**src/rtl/bitonic_pkg.sv**
```systemverilog
// rtl/bitonic_pkg.sv - shared types and helpers for the bitonic stream sequencer
//
// Contents:
//   state_e   : sequencer state (FILL, SETTLE, DRAIN)
//   cnt_w     : counter width for a frame of num words ($clog2(num)+1)
//   pad_value : pad word that sorts to the tail for the given direction
//               (low w bits valid, w <= 64)
package bitonic_pkg;

  typedef enum logic [1:0] {
    FILL   = 2'd0,
    SETTLE = 2'd1,
    DRAIN  = 2'd2
  } state_e;

  function automatic int cnt_w(input int num);
    return $clog2(num) + 1;
  endfunction

  // Ascending sorts put all-ones last; descending sorts put all-zeros last.
  function automatic logic [63:0] pad_value(input logic dir, input int w);
    logic [63:0] ones;
    ones = '1;
    return dir ? 64'd0 : (ones >> (64 - w));
  endfunction

endpackage

```
**src/rtl/bitonic_serializer.sv**
```systemverilog
// rtl/bitonic_serializer.sv - output buffer and word-per-cycle replay of a sorted frame
//
// Ports:
//   clk, rst_n   : clock, asynchronous active-low reset
//   load_i       : capture net_out_i into the buffer and start replay
//   net_out_i    : sorted NUM*W vector from the network
//   frame_len_i  : number of words to replay for this frame
//   out_ready_i  : downstream accepts
//   out_valid_o  : downstream word valid (registered)
//   out_data_o   : buffer word rd_cnt
//   out_last_o   : final word of the frame
//   done_o       : the out_last word transfers this cycle
module bitonic_serializer
  import bitonic_pkg::*;
#(
  parameter int NUM   = 16,
  parameter int W     = 16,
  parameter int CNT_W = cnt_w(NUM)
) (
  input  logic               clk,
  input  logic               rst_n,
  input  logic               load_i,
  input  logic [NUM*W-1:0]   net_out_i,
  input  logic [CNT_W-1:0]   frame_len_i,
  input  logic               out_ready_i,
  output logic               out_valid_o,
  output logic [W-1:0]       out_data_o,
  output logic               out_last_o,
  output logic               done_o
);

  logic [W-1:0]     buf_q [NUM];
  logic [CNT_W-1:0] rd_cnt_q;
  logic             valid_q;

  assign out_valid_o = valid_q;
  // rd_cnt never reaches NUM while valid, so the low bits are a full index.
  assign out_data_o  = buf_q[rd_cnt_q[CNT_W-2:0]];
  assign out_last_o  = valid_q && (rd_cnt_q == (frame_len_i - CNT_W'(1)));
  assign done_o      = valid_q & out_ready_i & out_last_o;

  always_ff @(posedge clk or negedge rst_n) begin
    if (!rst_n) begin
      for (int k = 0; k < NUM; k++) buf_q[k] <= '0;
      rd_cnt_q <= '0;
      valid_q  <= 1'b0;
    end else if (load_i) begin
      for (int k = 0; k < NUM; k++) buf_q[k] <= net_out_i[k*W +: W];
      rd_cnt_q <= '0;
      valid_q  <= 1'b1;
    end else if (valid_q && out_ready_i) begin
      if (out_last_o) begin
        valid_q  <= 1'b0;
        rd_cnt_q <= '0;
      end else begin
        rd_cnt_q <= rd_cnt_q + CNT_W'(1);
      end
    end
  end

endmodule

```
**src/rtl/bitonic_stream_sequencer.sv**
```systemverilog
// rtl/bitonic_stream_sequencer.sv - stream front/back end for a combinational bitonic network
//
// Collects NUM words into slot registers driving net_in, waits one SETTLE
// cycle, then replays the registered net_out one word per cycle.
// Optional feature macro: BITONIC_PAD_EN (in_flush closes a partial frame,
// padding the remaining slots so pads sort to the tail and are not emitted).
//
// Ports:
//   clk, rst_n                    : clock, asynchronous active-low reset
//   in_valid/in_ready/in_data     : upstream word stream
//   in_flush                      : close partial frame (BITONIC_PAD_EN only)
//   net_in, net_dir               : vector and direction to the network
//   net_out                       : sorted vector from the network
//   out_valid/out_ready/out_data  : downstream word stream
//   out_last                      : final word of frame
module bitonic_stream_sequencer
  import bitonic_pkg::*;
#(
  parameter int NUM = 16,
  parameter int W   = 16,
  parameter bit DIR = 1'b0
) (
  input  logic             clk,
  input  logic             rst_n,
  input  logic             in_valid,
  output logic             in_ready,
  input  logic [W-1:0]     in_data,
  input  logic             in_flush,
  output logic [NUM*W-1:0] net_in,
  output logic             net_dir,
  input  logic [NUM*W-1:0] net_out,
  output logic             out_valid,
  input  logic             out_ready,
  output logic [W-1:0]     out_data,
  output logic             out_last
);

  localparam int               CNT_W    = cnt_w(NUM);
  localparam int               IDX_W    = CNT_W - 1;
  localparam logic [CNT_W-1:0] FULL     = CNT_W'(NUM);
  localparam logic [CNT_W-1:0] LAST_IDX = CNT_W'(NUM - 1);

  state_e           state_q;
  logic [CNT_W-1:0] wr_cnt_q;
  logic [W-1:0]     slot_q [NUM];
  logic [CNT_W-1:0] frame_len;
  logic             xfer_in;
  logic             ser_done;

  assign in_ready = (state_q == FILL);
  assign xfer_in  = in_valid & in_ready;
  assign net_dir  = DIR;

  for (genvar g = 0; g < NUM; g++) begin : g_net_in
    assign net_in[g*W +: W] = slot_q[g];
  end

`ifdef BITONIC_PAD_EN
  localparam logic [63:0]  PAD_FULL = pad_value(DIR, W);
  localparam logic [W-1:0] PAD      = PAD_FULL[W-1:0];

  logic [CNT_W-1:0] len_q;
  logic [CNT_W-1:0] fill_n;

  // Slots occupied after this edge: a same-cycle word counts before the pad.
  assign fill_n    = wr_cnt_q + CNT_W'(xfer_in);
  assign frame_len = len_q;
`else
  logic unused_flush;

  assign unused_flush = in_flush;
  assign frame_len    = FULL;
`endif

  always_ff @(posedge clk or negedge rst_n) begin
    if (!rst_n) begin
      state_q  <= FILL;
      wr_cnt_q <= '0;
      for (int k = 0; k < NUM; k++) slot_q[k] <= '0;
`ifdef BITONIC_PAD_EN
      len_q    <= FULL;
`endif
    end else begin
      case (state_q)
        FILL: begin
          if (xfer_in) slot_q[wr_cnt_q[IDX_W-1:0]] <= in_data;
`ifdef BITONIC_PAD_EN
          if (fill_n == FULL) begin
            wr_cnt_q <= fill_n;
            len_q    <= FULL;
            state_q  <= SETTLE;
          end else if (in_flush && (fill_n != '0)) begin
            for (int k = 0; k < NUM; k++) begin
              if (CNT_W'(k) >= fill_n) slot_q[k] <= PAD;
            end
            wr_cnt_q <= fill_n;
            len_q    <= fill_n;
            state_q  <= SETTLE;
          end else begin
            wr_cnt_q <= fill_n;
          end
`else
          if (xfer_in) begin
            wr_cnt_q <= wr_cnt_q + CNT_W'(1);
            if (wr_cnt_q == LAST_IDX) state_q <= SETTLE;
          end
`endif
        end
        SETTLE: state_q <= DRAIN;
        DRAIN: begin
          if (ser_done) begin
            wr_cnt_q <= '0;
            state_q  <= FILL;
          end
        end
        default: state_q <= FILL;
      endcase
    end
  end

  bitonic_serializer #(
    .NUM   (NUM),
    .W     (W),
    .CNT_W (CNT_W)
  ) u_serializer (
    .clk         (clk),
    .rst_n       (rst_n),
    .load_i      (state_q == SETTLE),
    .net_out_i   (net_out),
    .frame_len_i (frame_len),
    .out_ready_i (out_ready),
    .out_valid_o (out_valid),
    .out_data_o  (out_data),
    .out_last_o  (out_last),
    .done_o      (ser_done)
  );

endmodule

```
**config.mk**
```make
export PLATFORM = sky130hd
export DESIGN_NAME = bitonic_stream_sequencer
export DESIGN_NICKNAME = d
export VERILOG_FILES = /design/src/rtl/bitonic_pkg.sv /design/src/rtl/bitonic_serializer.sv /design/src/rtl/bitonic_stream_sequencer.sv
export SDC_FILE = /design/constraint.sdc
export NUM_CORES = 1
export LEC_CHECK = 0
export CORE_MARGIN = 2
export CORE_UTILIZATION = 50
export DETAILED_ROUTE_END_ITERATION = 12
export PLACE_DENSITY = 0.8
export SLEW_MARGIN = 20
export SYNTH_ARGS = -nofsm -noshare
export SYNTH_HDL_FRONTEND = slang
export SYNTH_SLANG_ARGS = --single-unit
```
**constraint.sdc**
```tcl
create_clock -name clk -period 2.18 [get_ports clk]
set_clock_uncertainty 0.1 [all_clocks]
set_input_delay 0.436 -clock clk [delete_from_list [all_inputs] [get_ports clk]]
set_output_delay 0.436 -clock clk [all_outputs]
set_load 0.05 [all_outputs]
```
---- Word level (Yosys, flattened, before mapping) ----
Cells that the tools add are included.
operators by class
  add/sub/neg operators ................... 2
  $mul .................................... 0
  div/mod/pow operators ................... 0
  $lt $le $gt $ge ......................... 3
  equal/unequal tests ..................... 7
  shifts and indexed selects .............. 0
  mux-type cells .......................... 19
  bitwise logic cells ..................... 5
  reduce and logical (&&, ||, !) cells .... 11
operators with widths
  kind                   count
  $bwmux W256            1
  $bmux W16 S4           1
  $demux W16 S4          1
  $mux W16               3
  $mux W5                5
  $add A5 B1 Y5 const B  2
  $eq A5 B4 Y1 const B   2
  $ge A5 B5 Y1 const B   2
  $not A4 Y5             2
  $pmux W5 S2            1
  $mux W2                3
  $pmux W2 S3            1
  $reduce_and A3 Y1      2
  $reduce_bool A2 Y1     3
  $lt A5 B1 Y1 const B   1
  $ne A2 B1 Y1 const B   2
  $reduce_and A2 Y1      2
  $and A1 B1 Y1          3
  $logic_and A1 B1 Y1    3
  $mux W1                3
  $eq A2 B1 Y1 const B   1
  $eq A2 B2 Y1 const B   1
  $logic_not A2 Y1       1
  $ne A2 B2 Y1 const B   1
word-level totals
  register bits ........................... 525
  latch bits .............................. 0
  memory bits (writable) .................. 0
  ROM bits ................................ 0
  bits of input ports ..................... 277
  output and inout port bits .............. 276
  word-level logic and storage cells ...... 83
  memories ................................ 0

---- Longest topological paths before layout ----
  depth in word-level cells ............... 6
  depth in mapped cells ................... 8
  mapped depth without buffers ............ 5

---- Hierarchy ----
From an unflattened synthesis, not the netlist that was laid out.
unflattened totals
  cells, all modules ...................... 1,307
  area total of the unflattened synthesis .. 21,863.5 µm²
modules (own cells, without submodules)
  module                    times used  cells an instance  area an instance (µm²)  sequential area each (µm²)
  bitonic_serializer        1           686                11,747.5                6,556.3
  bitonic_stream_sequencer  1           621                10,116.0                6,581.3

---- Worst setup path before layout ----
No wires, ideal clock.
  path type ............................... register to output
  start ................................... register u_serializer.rd_cnt_q[0]
  end ..................................... output out_data[0]
  arrival ................................. 1,786 ps
  required time ........................... 1,644 ps
  path slack .............................. -142 ps
  stages on the path, launching flop included .. 6
  cells stage by stage .................... dfrtp_1 > buf_2 > buf_2 > mux4_2 > a22oi_1 > nand2_1
between the ends
  cells in the longest elaborated chain, start to end .. 4
RTL lines
  element                                      RTL line                        text
  start: declaration                           bitonic_serializer.sv:33        logic [CNT_W-1:0] rd_cnt_q;
  start signal: assignment                     bitonic_serializer.sv:56        rd_cnt_q <= rd_cnt_q + CNT_W'(1);
  $not A4 Y5 (implied by the code)             bitonic_serializer.sv:38        assign out_data_o = buf_q[rd_cnt_q[CNT_W-2:0]];
  $bmux W16 S4                                 bitonic_serializer.sv:38
  $mux W16 (implied by the code) (2 in a row)  bitonic_serializer.sv:38
  end: declaration                             bitonic_stream_sequencer.sv:34  output logic [W-1:0] out_data,
No other way between the ends. The select of a mux whose other input is x is not followed.

---- Final worst setup path ----
  start ................................... register u_serializer.rd_cnt_q[0]
  end ..................................... output out_data[13]
The elaborated chain is that of the path after synthesis.

==> results.py <==
metrics = {
    "outcome": {
        "violations": "setup timing",
        "status": "finished, violations left",
    },
    "synthesis": {
        "ys.flop_type": "dfrtp_1",
        "async_flop_share_pct": 100,
        "synth_top_family_by_area": "multiplexers",
        "ys_types": 38,
        "synth_most_common_cell": "nand2_1",
        "syn-num-nets": 2222,
        "syn_area_per_cell_um2": 11.4,
        "synth_seq_cells": 525,
        "synth_edf_count": 0,
        "synthSimpleGateAreaFrac_pct": 14.7,
        "synth_top_area_share_pct": 59.4,
        "ys_seq_area_share_pct": 59.4,
        "synthCells": 1939,
        "muxShareOfSynthArea_pct": 19.7,
        "synth-compound-area-share_pct": 2.74,
        "synth_area_um2": 22100,
        "synth-xor-area-share_pct": 0.0396,
        "synthAdderAreaFrac_pct": 0.339,
        "synth_area_leaders": "dfrtp_1 59%, nand2_1 13%, mux2_2 12%",
        "synth_common_cells": "790 x nand2_1, 525 x dfrtp_1, 227 x mux2_2",
        "synth_warnings": 0,
        "yosysTopAreaCell": "dfrtp_1",
    },
    "clock_tree": {
        "h-tree-depth": 2,
        "clk_latency_ns": 0.60,
        "cts_tree": "built",
        "clkSlewWorstSetupHoldPaths_ns": 0.06,
        "cts_buffers": 52,
        "cts_sinks": 525,
        "root_buffer": "clkbuf_16",
        "cts_max_path_buffers": 3,
    },
    "timing": {
        "worstMarginPinSlew_ns": 0.639,
        "slew_headroom_pct": 57.4,
        "setup_slack_ns": -0.878,
        "rsz0062_at_grt": "yes",
        "setup_viol": 17,
        "slew_violations": 0,
        "finalCriticalPeriod_ns": 3.06,
        "fin_crit_sh_pct": 140,
        "hold_viol_final": 0,
        "max_freq_ghz": 0.327,
        "timing.hold.ws_ns": 0.222,
    },
    "global_routing": {
        "gr-total-overflow": 0,
        "antenna_found_initial": 4,
        "grt_pass1_wl_um": 110000,
        "grt_max_degree": 97,
        "grt_pass1_vias": 17700,
        "grt_usage_pct": 31.8,
    },
    "detailed_routing": {
        "route.met3.wl_um": 5540,
        "top_layer": "met5",
        "ant_nets": 0,
        "drt-total-wl_um": 74000,
        "num_vias": 17600,
        "wl_met2_um": 36300,
        "first_iter_violations": 1586,
        "detail_route.wl_per_cell_um": 23.3,
        "via_per_inst": 5.54,
        "drt-met1-wl_um": 27900,
        "drc_errors": 0,
        "dr.pass1.iters": 5,
    },
    "power_and_ir_drop": {
        "p_sw_share_pct": 37.1,
        "peakVddDrop_v": 0.000666,
        "clock_power_share_pct": 27.8,
        "p_leak_uw": 0.0154,
        "p_seq_share_pct": 34.9,
        "p_per_area_nw_per_um2": 1050,
        "p_int_uw": 20800,
        "switching_power_uw": 12200,
        "share_comb_of_total_power_pct": 37.3,
    },
    "worst_setup_path": {
        "cp_slowest_cell": "mux4_2",
        "cp_cell_sequence": "buf_4, clkbuf_16, mux4_2, a22oi_1, nand2_2, buf_6",
        "crit_arrival_ns": 2.52,
        "end_kind": "primary output",
        "critical_path_class": "flop to primary output",
        "worstPathMaxFanout": 7,
        "crit_path_start_kind": "flop",
        "required_ns": 1.64,
        "slowest_delay_ns": 0.54,
    },
    "floorplanning": {
        "io_pins": 553,
        "coreArea_um2": 43900,
        "start_util_pct": 50.4,
        "die_height_um": 214,
        "die_w_um": 214,
        "num_rows": 77,
        "die-area_um2": 46000,
    },
    "flow_run": {
        "cap_violations": 0,
    },
    "cells_and_area": {
        "area_delta_synth_final_pct": 41.6,
        "finalInstanceArea_um2": 31300,
        "layout-drive-gt1-share_pct": 25.3,
        "fillers": 3002,
        "final_util_pct": 71.3,
        "final_nets": 2820,
    },
    "placement": {
        "gp_congestion": 0.961,
        "dp_hpwl_um": 53600,
        "numPortBuffers": 550,
        "placed_area_um2": 29100,
    },
    "min_path": {
        "min_path_type": "input port to asynchronous set/reset pin",
    },
}
[area by class of cell]
cell class | instances | area (um^2) | share of cell area [%]
Sequential cell | 525 | 13100 | 41.9
Multi-Input combinational cell | 1277 | 8840 | 28.2
Timing Repair Buffer | 676 | 6850 | 21.9
Clock buffer | 70 | 1460 | 4.66
Tap cell | 592 | 741 | 2.36
Clock inverter | 24 | 277 | 0.883
Inverter | 5 | 18.8 | 0.0599
Antenna cell | 3 | 7.51 | 0.0240
[worst paths after layout]
path	startpoint	to	slack, ns	cells past startpoint
max	u_serializer.rd_cnt_q[0]	out_data[13]	-0.88	6
min	rst_n	net_in[100]	0.22	2
max reg2reg	wr_cnt_q[1]	net_in[144]	0.19	7
min reg2reg	u_serializer.buf_q[31]	u_serializer.buf_q[31]	0.37	2
max in group asynchronous	rst_n	net_in[118]	0.82	3
min in group clk	net_out[204]	u_serializer.buf_q[60]	0.27	3
[cell families after synthesis]
| group | count (synthesis) |
|---|---|
| AOI/OAI and AO/OA | 82 |
| xor gates and xnor gates | 1 |
| other | 1 |
| buffers and inverters | 138 |
| adders and majority gates | 6 |
| DFF | 525 |
| and+or+nand+nor | 833 |
| muxes | 353 |
[power by group through the flow]
stage / clock network, uW / registers (uW) / logic (uW)
global placement: 0 / 11600 / 11300
finish: 9160 / 11500 / 12300
detailed placement: 0 / 11700 / 11500
floorplan: 0 / 14900 / 3780
global route: 9640 / 11600 / 12800
CTS: 9260 / 11500 / 11600
[flip-flops by register name, summed over array words and instances (netlist names)]
name / flops
net_in: 256
u_serializer.rd_cnt_q: 5
wr_cnt_q: 5
u_serializer.out_valid_o: 1
u_serializer.buf_q: 256
state_q: 2
[per-layer routing]
layer,vias to the layer above,track usage [%]
met4,2,17.5
li1,7638,-
met2,895,52.6
met1,8827,39.5
met3,198,6.27
met5,-,0
[critical path, delay by kind of cell (launching register included)]
family          cells  cell delay [ns]
mux                 1             0.54
compound gates      1             0.27
simple gates        1             0.11
flops               1             0.43
buf+inv             3             0.57
[cell usage in the layout, fill, tap and decap left out, types with 8 or more instances in the layout]
cell type and count:
mux2i_1 44, mux2_2 227, clkdlybuf4s50_1 274, clkbuf_1 9, buf_8 13, clkbuf_16 55, dlygate4sd2_1 228, clkinv_2 12
mux2_4 30, dfrtp_1 522, a22oi_2 11, nand2_1 774, buf_4 104, mux2i_2 12, nand2_2 28, o21ai_1 12
a221oi_2 26, buf_12 46, clkbuf_8 9, mux2i_4 8, mux4_2 32
[per-stage QoR]
step	TNS, ns	cells	setup WS (ns)	power, uW
6_report	-13.27	3172	-0.878	33000
5_1_grt	-14.10	3172	-0.915	34000
4_1_cts	-13.53	3156	-0.860	32400
3_5_place_dp	-6.90	3053	-0.434	23200
3_3_place_gp	-5.70	3053	-0.396	22900
2_1_floorplan	-0.143	1939	-0.0120	18600
[timing repair]
| item | CTS | global route |
|---|---|---|
| gates cloned | 4 | 3 |
| hold buffers | 1 | 0 |
| setup endpoints to repair | 245 | 17 |
| gates resized for setup | 292 | 54 |
| buffers inserted | 4 | 11 |
| pin swaps | 5 | 29 |
| endpoints found under the hold margin | 117 | 0 |
Power figures use the tool's default switching activity.
